--- src/rtl/digit_scan_ctrl.sv ---
// rtl/digit_scan_ctrl.sv - 4-digit seven-segment scan driver with frame-committed value buffer
//
// Purpose:
//    Steps the digit index 0..3. Each digit is lit for CLK_DIV cycles (SHOW) and
//    then followed by BLANK_CYCLES cycles with every anode off (BLANK). A loaded
//    value waits in a pending buffer. It is committed to the displayed value only
//    on the BLANK->SHOW edge where the index wraps 3->0, so a frame never mixes
//    old and new digits.
//    Optional macro LEADING_ZERO_SUPPRESS_EN keeps leading zero digits 3..1 dark.
//
// Ports:
//    clk        in   rising-edge clock
//    reset_n    in   synchronous reset, active low
//    enable_i   in   1 = scan runs, 0 = scan held in its reset state
//    value_i    in   16-bit value to display (digit k = value_i[4k+3:4k])
//    load_i     in   1-cycle strobe that captures value_i into the pending buffer
//    pending_o  out  a loaded value is waiting for the next frame commit
//    ano_o      out  current digit index
//    digit_o    out  nibble of the displayed value for digit ano_o
//    an_o       out  one-hot anode enable, active high
//    blank_o    out  1 while all anodes are off
//    frame_o    out  1-cycle pulse on the first cycle digit 0 is shown
module digit_scan_ctrl #(
   parameter int CLK_DIV      = 100000,
   parameter int BLANK_CYCLES = 1000
) (
   input  logic        clk,
   input  logic        reset_n,
   input  logic        enable_i,
   input  logic [15:0] value_i,
   input  logic        load_i,
   output logic        pending_o,
   output logic [1:0]  ano_o,
   output logic [3:0]  digit_o,
   output logic [3:0]  an_o,
   output logic        blank_o,
   output logic        frame_o
);

   localparam int MAXC  = (CLK_DIV > BLANK_CYCLES) ? CLK_DIV : BLANK_CYCLES;
   localparam int CNT_W = (MAXC > 1) ? $clog2(MAXC) : 1;

   typedef enum logic {ST_SHOW = 1'b0, ST_BLANK = 1'b1} state_t;

   state_t             r_state;
   logic [1:0]         r_idx;
   logic [CNT_W-1:0]   r_cnt;
   logic [15:0]        r_disp;
   logic [15:0]        r_pend;
   logic               r_pend_v;

   state_t             w_state_nx;
   logic [1:0]         w_idx_nx;
   logic [CNT_W-1:0]   w_cnt_nx;
   logic [15:0]        w_disp_nx;
   logic [15:0]        w_pend_nx;
   logic               w_pend_v_nx;
   logic               w_commit;
   logic               w_suppress;
   logic               w_lit;

   always_ff @(posedge clk) begin
      if (!reset_n) begin
         r_state  <= ST_BLANK;
         r_idx    <= 2'd3;
         r_cnt    <= '0;
         r_disp   <= '0;
         r_pend   <= '0;
         r_pend_v <= 1'b0;
      end else begin
         r_state  <= w_state_nx;
         r_idx    <= w_idx_nx;
         r_cnt    <= w_cnt_nx;
         r_disp   <= w_disp_nx;
         r_pend   <= w_pend_nx;
         r_pend_v <= w_pend_v_nx;
      end
   end

   always_comb begin
      w_state_nx  = r_state;
      w_idx_nx    = r_idx;
      w_cnt_nx    = r_cnt;
      w_disp_nx   = r_disp;
      w_pend_nx   = r_pend;
      w_pend_v_nx = r_pend_v;
      w_commit    = 1'b0;

      if (!enable_i) begin
         // Parked in the reset position so re-enable starts a fresh frame.
         w_state_nx = ST_BLANK;
         w_idx_nx   = 2'd3;
         w_cnt_nx   = '0;
      end else begin
         case (r_state)
            ST_SHOW: begin
               if (r_cnt == CNT_W'(CLK_DIV - 1)) begin
                  w_state_nx = ST_BLANK;
                  w_cnt_nx   = '0;
               end else begin
                  w_cnt_nx = r_cnt + CNT_W'(1);
               end
            end
            default: begin
               if (r_cnt == CNT_W'(BLANK_CYCLES - 1)) begin
                  w_state_nx = ST_SHOW;
                  w_cnt_nx   = '0;
                  w_idx_nx   = r_idx + 2'd1;
                  w_commit   = (r_idx == 2'd3);
               end else begin
                  w_cnt_nx = r_cnt + CNT_W'(1);
               end
            end
         endcase
      end

      if (w_commit) begin
         // A load landing on the commit edge bypasses the buffer and wins over it.
         if (load_i) begin
            w_disp_nx   = value_i;
            w_pend_v_nx = 1'b0;
         end else if (r_pend_v) begin
            w_disp_nx   = r_pend;
            w_pend_v_nx = 1'b0;
         end
      end else if (load_i) begin
         w_pend_nx   = value_i;
         w_pend_v_nx = 1'b1;
      end
   end

`ifdef LEADING_ZERO_SUPPRESS_EN
   // Dark when this nibble and every higher nibble are zero; digit 0 always lights.
   always_comb begin
      w_suppress = 1'b0;
      case (r_idx)
         2'd3:    w_suppress = (r_disp[15:12] == 4'd0);
         2'd2:    w_suppress = (r_disp[15:8]  == 8'd0);
         2'd1:    w_suppress = (r_disp[15:4]  == 12'd0);
         default: w_suppress = 1'b0;
      endcase
   end
`else
   assign w_suppress = 1'b0;
`endif

   assign w_lit     = (r_state == ST_SHOW) && !w_suppress;
   assign an_o      = w_lit ? (4'b0001 << r_idx) : 4'b0000;
   assign blank_o   = !w_lit;
   assign ano_o     = r_idx;
   assign digit_o   = r_disp[{r_idx, 2'b00} +: 4];
   assign frame_o   = (r_state == ST_SHOW) && (r_idx == 2'd0) && (r_cnt == '0);
   assign pending_o = r_pend_v;

endmodule

--- config.mk ---
export PLATFORM = sky130hd
export DESIGN_NAME = digit_scan_ctrl
export DESIGN_NICKNAME = d
export VERILOG_FILES = /design/src/rtl/digit_scan_ctrl.sv
export SDC_FILE = /design/constraint.sdc
export NUM_CORES = 1
export LEC_CHECK = 0
export CAP_MARGIN = 40
export CORE_ASPECT_RATIO = 0.6
export CORE_UTILIZATION = 57
export CTS_BUF_LIST = sky130_fd_sc_hd__clkbuf_4 sky130_fd_sc_hd__clkbuf_8
export DETAILED_ROUTE_END_ITERATION = 16
export GPL_TIMING_DRIVEN = 0
export PLACE_DENSITY_LB_ADDON = 0.12
export REMOVE_ABC_BUFFERS = 1
export SYNTH_ARGS = -nofsm -noshare
export SYNTH_HDL_FRONTEND = slang
export SYNTH_SLANG_ARGS = --single-unit
--- constraint.sdc ---
create_clock -name clk -period 2.3 [get_ports clk]
set_clock_uncertainty 0.15 [all_clocks]
set_input_delay 0.46 -clock clk [delete_from_list [all_inputs] [get_ports clk]]
set_output_delay 0.46 -clock clk [all_outputs]
set_load 0.01 [all_outputs]
Word level (Yosys, flattened, before mapping)
Cells that the tools add are included.
{"block": "op_classes", "bitwise": 3, "mux": 12, "n_shift": 2, "addsub": 2, "n_eq_ne": 3, "n_reduce_logical": 10}
{"cell": "17-bit two-way mux", "count": 3}
{"cell": "16-bit two-way mux", "count": 2}
{"cell": "17-bit by 1-bit adder with 17-bit output (second input constant)", "count": 1}
{"cell": "17-bit by 10-bit == test with 1-bit output (second input constant)", "count": 1}
{"cell": "17-bit == test (second input constant)", "count": 1}
{"cell": "17-bit zero test", "count": 1}
{"cell": "16-bit by 5-bit variable part select with 4-bit output", "count": 1}
{"cell": "2-bit AND reduction", "count": 4}
{"cell": "1-bit two-way mux", "count": 6}
{"cell": "4-bit two-way mux", "count": 1}
{"cell": "1-bit by 2-bit << shifter with 4-bit output (first input constant)", "count": 1}
{"cell": "1-bit NOT", "count": 3}
{"cell": "2-bit by 1-bit adder with 2-bit output (second input constant)", "count": 1}
{"cell": "2-bit == test (second input constant)", "count": 1}
{"cell": "1-bit logical AND", "count": 2}
{"cell": "2-bit zero test", "count": 1}
{"cell": "2-bit nonzero test", "count": 1}
{"cell": "2-bit OR reduction", "count": 1}
{"block": "word_totals", "register_bits": 53, "output_inout_bits": 13, "word_cells": 38, "inputBits": 20}

Depth between registers and ports, before layout
{"block": "logic_depth", "word_depth": 6, "depth_mapped": 8, "depth_no_buf": 5}

Least setup slack after synthesis
Ideal clock, no wire load.
{"block": "synth_path", "kind": "register to output", "from": "register r_cnt[13]", "to": "output port frame_o", "required_ps": 1690, "path_stages_with_launch": 5, "path_slack_ps": 163, "arrival_ps": 1527, "cell_sequence": "dfxtp_1 or4_4 nor3_4 buf_4 and4_1"}
{"block": "synth_between", "elab_chain_cells": 2}
{"element": "from (decl)", "line": "47", "rtl": "logic [CNT_W-1:0] r_cnt;"}
{"element": "from (signal assigned)", "line": "73", "rtl": "r_cnt <= w_cnt_nx;"}
{"element": "17-bit zero test", "line": "152", "rtl": "assign frame_o = (r_state == ST_SHOW) && (r_idx == 2'd0) && (r_cnt == '0);"}
{"element": "1-bit logical AND", "line": "152"}
{"element": "to (decl)", "line": "37", "rtl": "output logic frame_o"}
Every way passes these cells.

Final worst setup path
{"block": "layout_path", "from": "register r_cnt[4]", "to": "output port frame_o"}
The elaborated chain is that of the path after synthesis.

==> impl_metrics.env <==
export IMPL_status="finished with violations"
export IMPL_violations="setup timing"
export IMPL_finalHoldViolations=0
export IMPL_fillerInstances=320
export IMPL_critical_path_class="reg2out"
export IMPL_start_util_pct=62.5
export IMPL_ant_nets=0
export IMPL_powerDensity_nw_per_um2=548
export IMPL_cp_arrival_ns=1.71
export IMPL_fp_dieW_um=90.9
export IMPL_p_sw_share_pct=23.5
export IMPL_r2r_slack_ns=0.04
export IMPL_cp_required_ns=1.69
export IMPL_numPortBuffers=32
export IMPL_crit_fanout=2
export IMPL_grt_pass1_wl_um=9710
export IMPL_hold_buffers=0
export IMPL_clk_pin_slew_ns=0.10
export IMPL_crit_path_start="r_cnt[4]"
export IMPL_avgViaCountPerCell=5.90
export IMPL_cts_tree="done"
export IMPL_die_y_um=55.3
export IMPL_worst_setup_path_start_kind="register"
export IMPL_hold_class="reg2reg"
export IMPL_layout_common_cells="dfxtp_1, nand2_1, mux2i_1"
export IMPL_synth_main_ff_cell="dfxtp_1"
export IMPL_area_growth_synth_to_final_pct=17.6
export IMPL_synth_cells=276
export IMPL_netlist_area_um2=2700
export IMPL_pin_count=33
export IMPL_dieArea_um2=5030
export IMPL_p_comb_share_pct=8.2
export IMPL_grt_antenna_before_repair=0
export IMPL_switchingPower_mw=0.409
export IMPL_clk_path_buf_depth=2
export IMPL_total_power_mw=1.74
export IMPL_clockPowerShare_pct=37.4
export IMPL_cts_root_buf="clkbuf_8"
export IMPL_finalCritPeriodShare_pct=101
export IMPL_worst_pin_slew_ns=0.824
export IMPL_period_minus_slack_ns=2.32
export IMPL_fin_nets=329
export IMPL_grt_overflow_total=0
export IMPL_layout_setup_ws_ns=-0.0241
export IMPL_seq_area_frac_synth_pct=39.3
export IMPL_vias=2149
export IMPL_dp_hpwl_um=3950
export IMPL_drt_iter0_markers=111
export IMPL_row_count=18
export IMPL_fin_setup_tns_ns=-0.0241
export IMPL_fmax_mhz=430
export IMPL_worst_skew_pair_late_latency_ns=0.31
export IMPL_synth_edf_count=0
export IMPL_wl_per_cell_um=16.5
export IMPL_hold_path_startpoint="r_pend[14]"
export IMPL_timing_hold_ws_ns=0.314
export IMPL_clock_sinks=53
export IMPL_synth_seq_cells=53
export IMPL_critPathCaptureType="output port"
export IMPL_htreeDepth=2
export IMPL_layout_drive_gt1_share_pct=14.1
export IMPL_maxCapViolCount=0
export IMPL_num_antenna_cells=0
export IMPL_slew_headroom_pct=45.0
export IMPL_vdd_ir_drop_max_mv=0.366
export IMPL_firstDrtPassIters=4
export IMPL_drt_total_wl_um=6000
export IMPL_yosysUniqueCellTypes=38
export IMPL_setup_violations=1
export IMPL_leakagePower_nw=1.47
export IMPL_gp_congestion=0.851
export IMPL_yosysWarnings=0
export IMPL_slew_viol_final=0
export IMPL_grt_total_usage_pct=24.4
export IMPL_pre_cts_slack_ns=-0.785
export IMPL_final_common_cell="dfxtp_1"
export IMPL_numCtsBuffers=5
export IMPL_coreArea_um2=4320
export IMPL_grt_pass1_vias=1958
export IMPL_drc=0
export IMPL_grt_max_degree=51
export IMPL_syn_avg_cell_area_um2=9.79
export IMPL_pwr_share_seq_pct=54.4
export IMPL_reg2reg_from="r_cnt[4]"
export IMPL_p_int_mw=1.33
export IMPL_async_flop_share_pct=0
export IMPL_rsz0062_at_grt="yes"
cell type report:
| class | count | area, um2 | area share (%) |
|---|---|---|---|
| clock buffers | 5 | 68.8 | 2.17 |
| clock inverters | 3 | 46.3 | 1.46 |
| inverters | 6 | 22.5 | 0.709 |
| multi-input cells | 196 | 1510 | 47.4 |
| flip-flops and latches | 53 | 1070 | 33.7 |
| well taps | 60 | 75.1 | 2.36 |
| repair buffers | 41 | 388 | 12.2 |
registers in the layout (all words and copies together) (netlist names):
register / flops
r_pend: 16
r_cnt: 17
pending_o: 1
blank_o: 1
ano_o: 2
r_disp: 16
power groups by stage:
stage | registers (mW) | clock network (mW) | logic (mW)
floorplan | 0.967 | 0 | 0.0665
global placement | 0.968 | 0 | 0.139
detailed placement | 0.969 | 0 | 0.141
CTS | 0.947 | 0.657 | 0.143
global route | 0.948 | 0.687 | 0.156
finish | 0.946 | 0.651 | 0.143
metrics by stage:
step / cell area, um2 / utilization, % / cells
3_5_place_dp: 2970 / 68.7 / 347
3_3_place_gp: 2960 / 68.5 / 346
4_1_cts: 3160 / 73.0 / 363
5_1_grt: 3180 / 73.5 / 364
2_1_floorplan: 2570 / - / 254
6_report: 3180 / 73.5 / 364
Yosys cell counts, drive strengths merged (4+ instances only):
master | n | area (um2)
dfxtp | 53 | 1060
nand2 | 40 | 150
mux2i | 34 | 340
nand4 | 20 | 140
nor3 | 19 | 106
o211a | 16 | 160
buf | 14 | 105
clkbuf | 8 | 30.0
xnor2 | 8 | 70.1
ha | 6 | 75.1
inv | 6 | 22.5
nor2 | 6 | 22.5
nand3 | 5 | 25.0
nor2b | 5 | 31.3
xor2 | 5 | 43.8
and4 | 4 | 38.8
mux4 | 4 | 90.1
path summary, 6_finish.rpt:
path,to,cells after the start
max,frame_o,4
min,r_pend[14],2
max reg2reg,r_disp[4],5
min reg2reg,r_pend[14],2
critical path, cell delays in order (launching register included):
cell and delay (ns):
dfxtp_2 0.33, or4_4 0.55, nor3_4 0.21, and4_1 0.19, buf_2 0.13
cells by family (layout without fill, tap and decap cells):
group,count (synthesis),in the layout,share of synthesized area [%]
mux,38,38,15.9
simple gates,112,113,22.6
compound gates,26,26,9.36
xor+xnor,13,13,4.21
flops,53,53,39.3
buf+inv,28,55,5.84
fa+ha+maj,6,6,2.78
per-layer routing:
metal / GRT usage (%) / vias up / share of wire [%]
met5: 0 / - / 0
li1: - / 1056 / -
met1: 37.3 / 1019 / 50
met4: 7.26 / 0 / 1.1
met2: 33.9 / 68 / 42
met3: 5.37 / 6 / 6.4
what timing repair did:
item | in CTS | in global routing
hold endpoints to repair | 0 | 0
gates resized for setup | 18 | 6
pin swaps | 4 | 1
setup endpoints to repair | 59 | 32
gates cloned | 1 | 0
setup buffers | 7 | 1
Note: power is estimated with default switching activity, not from simulation.
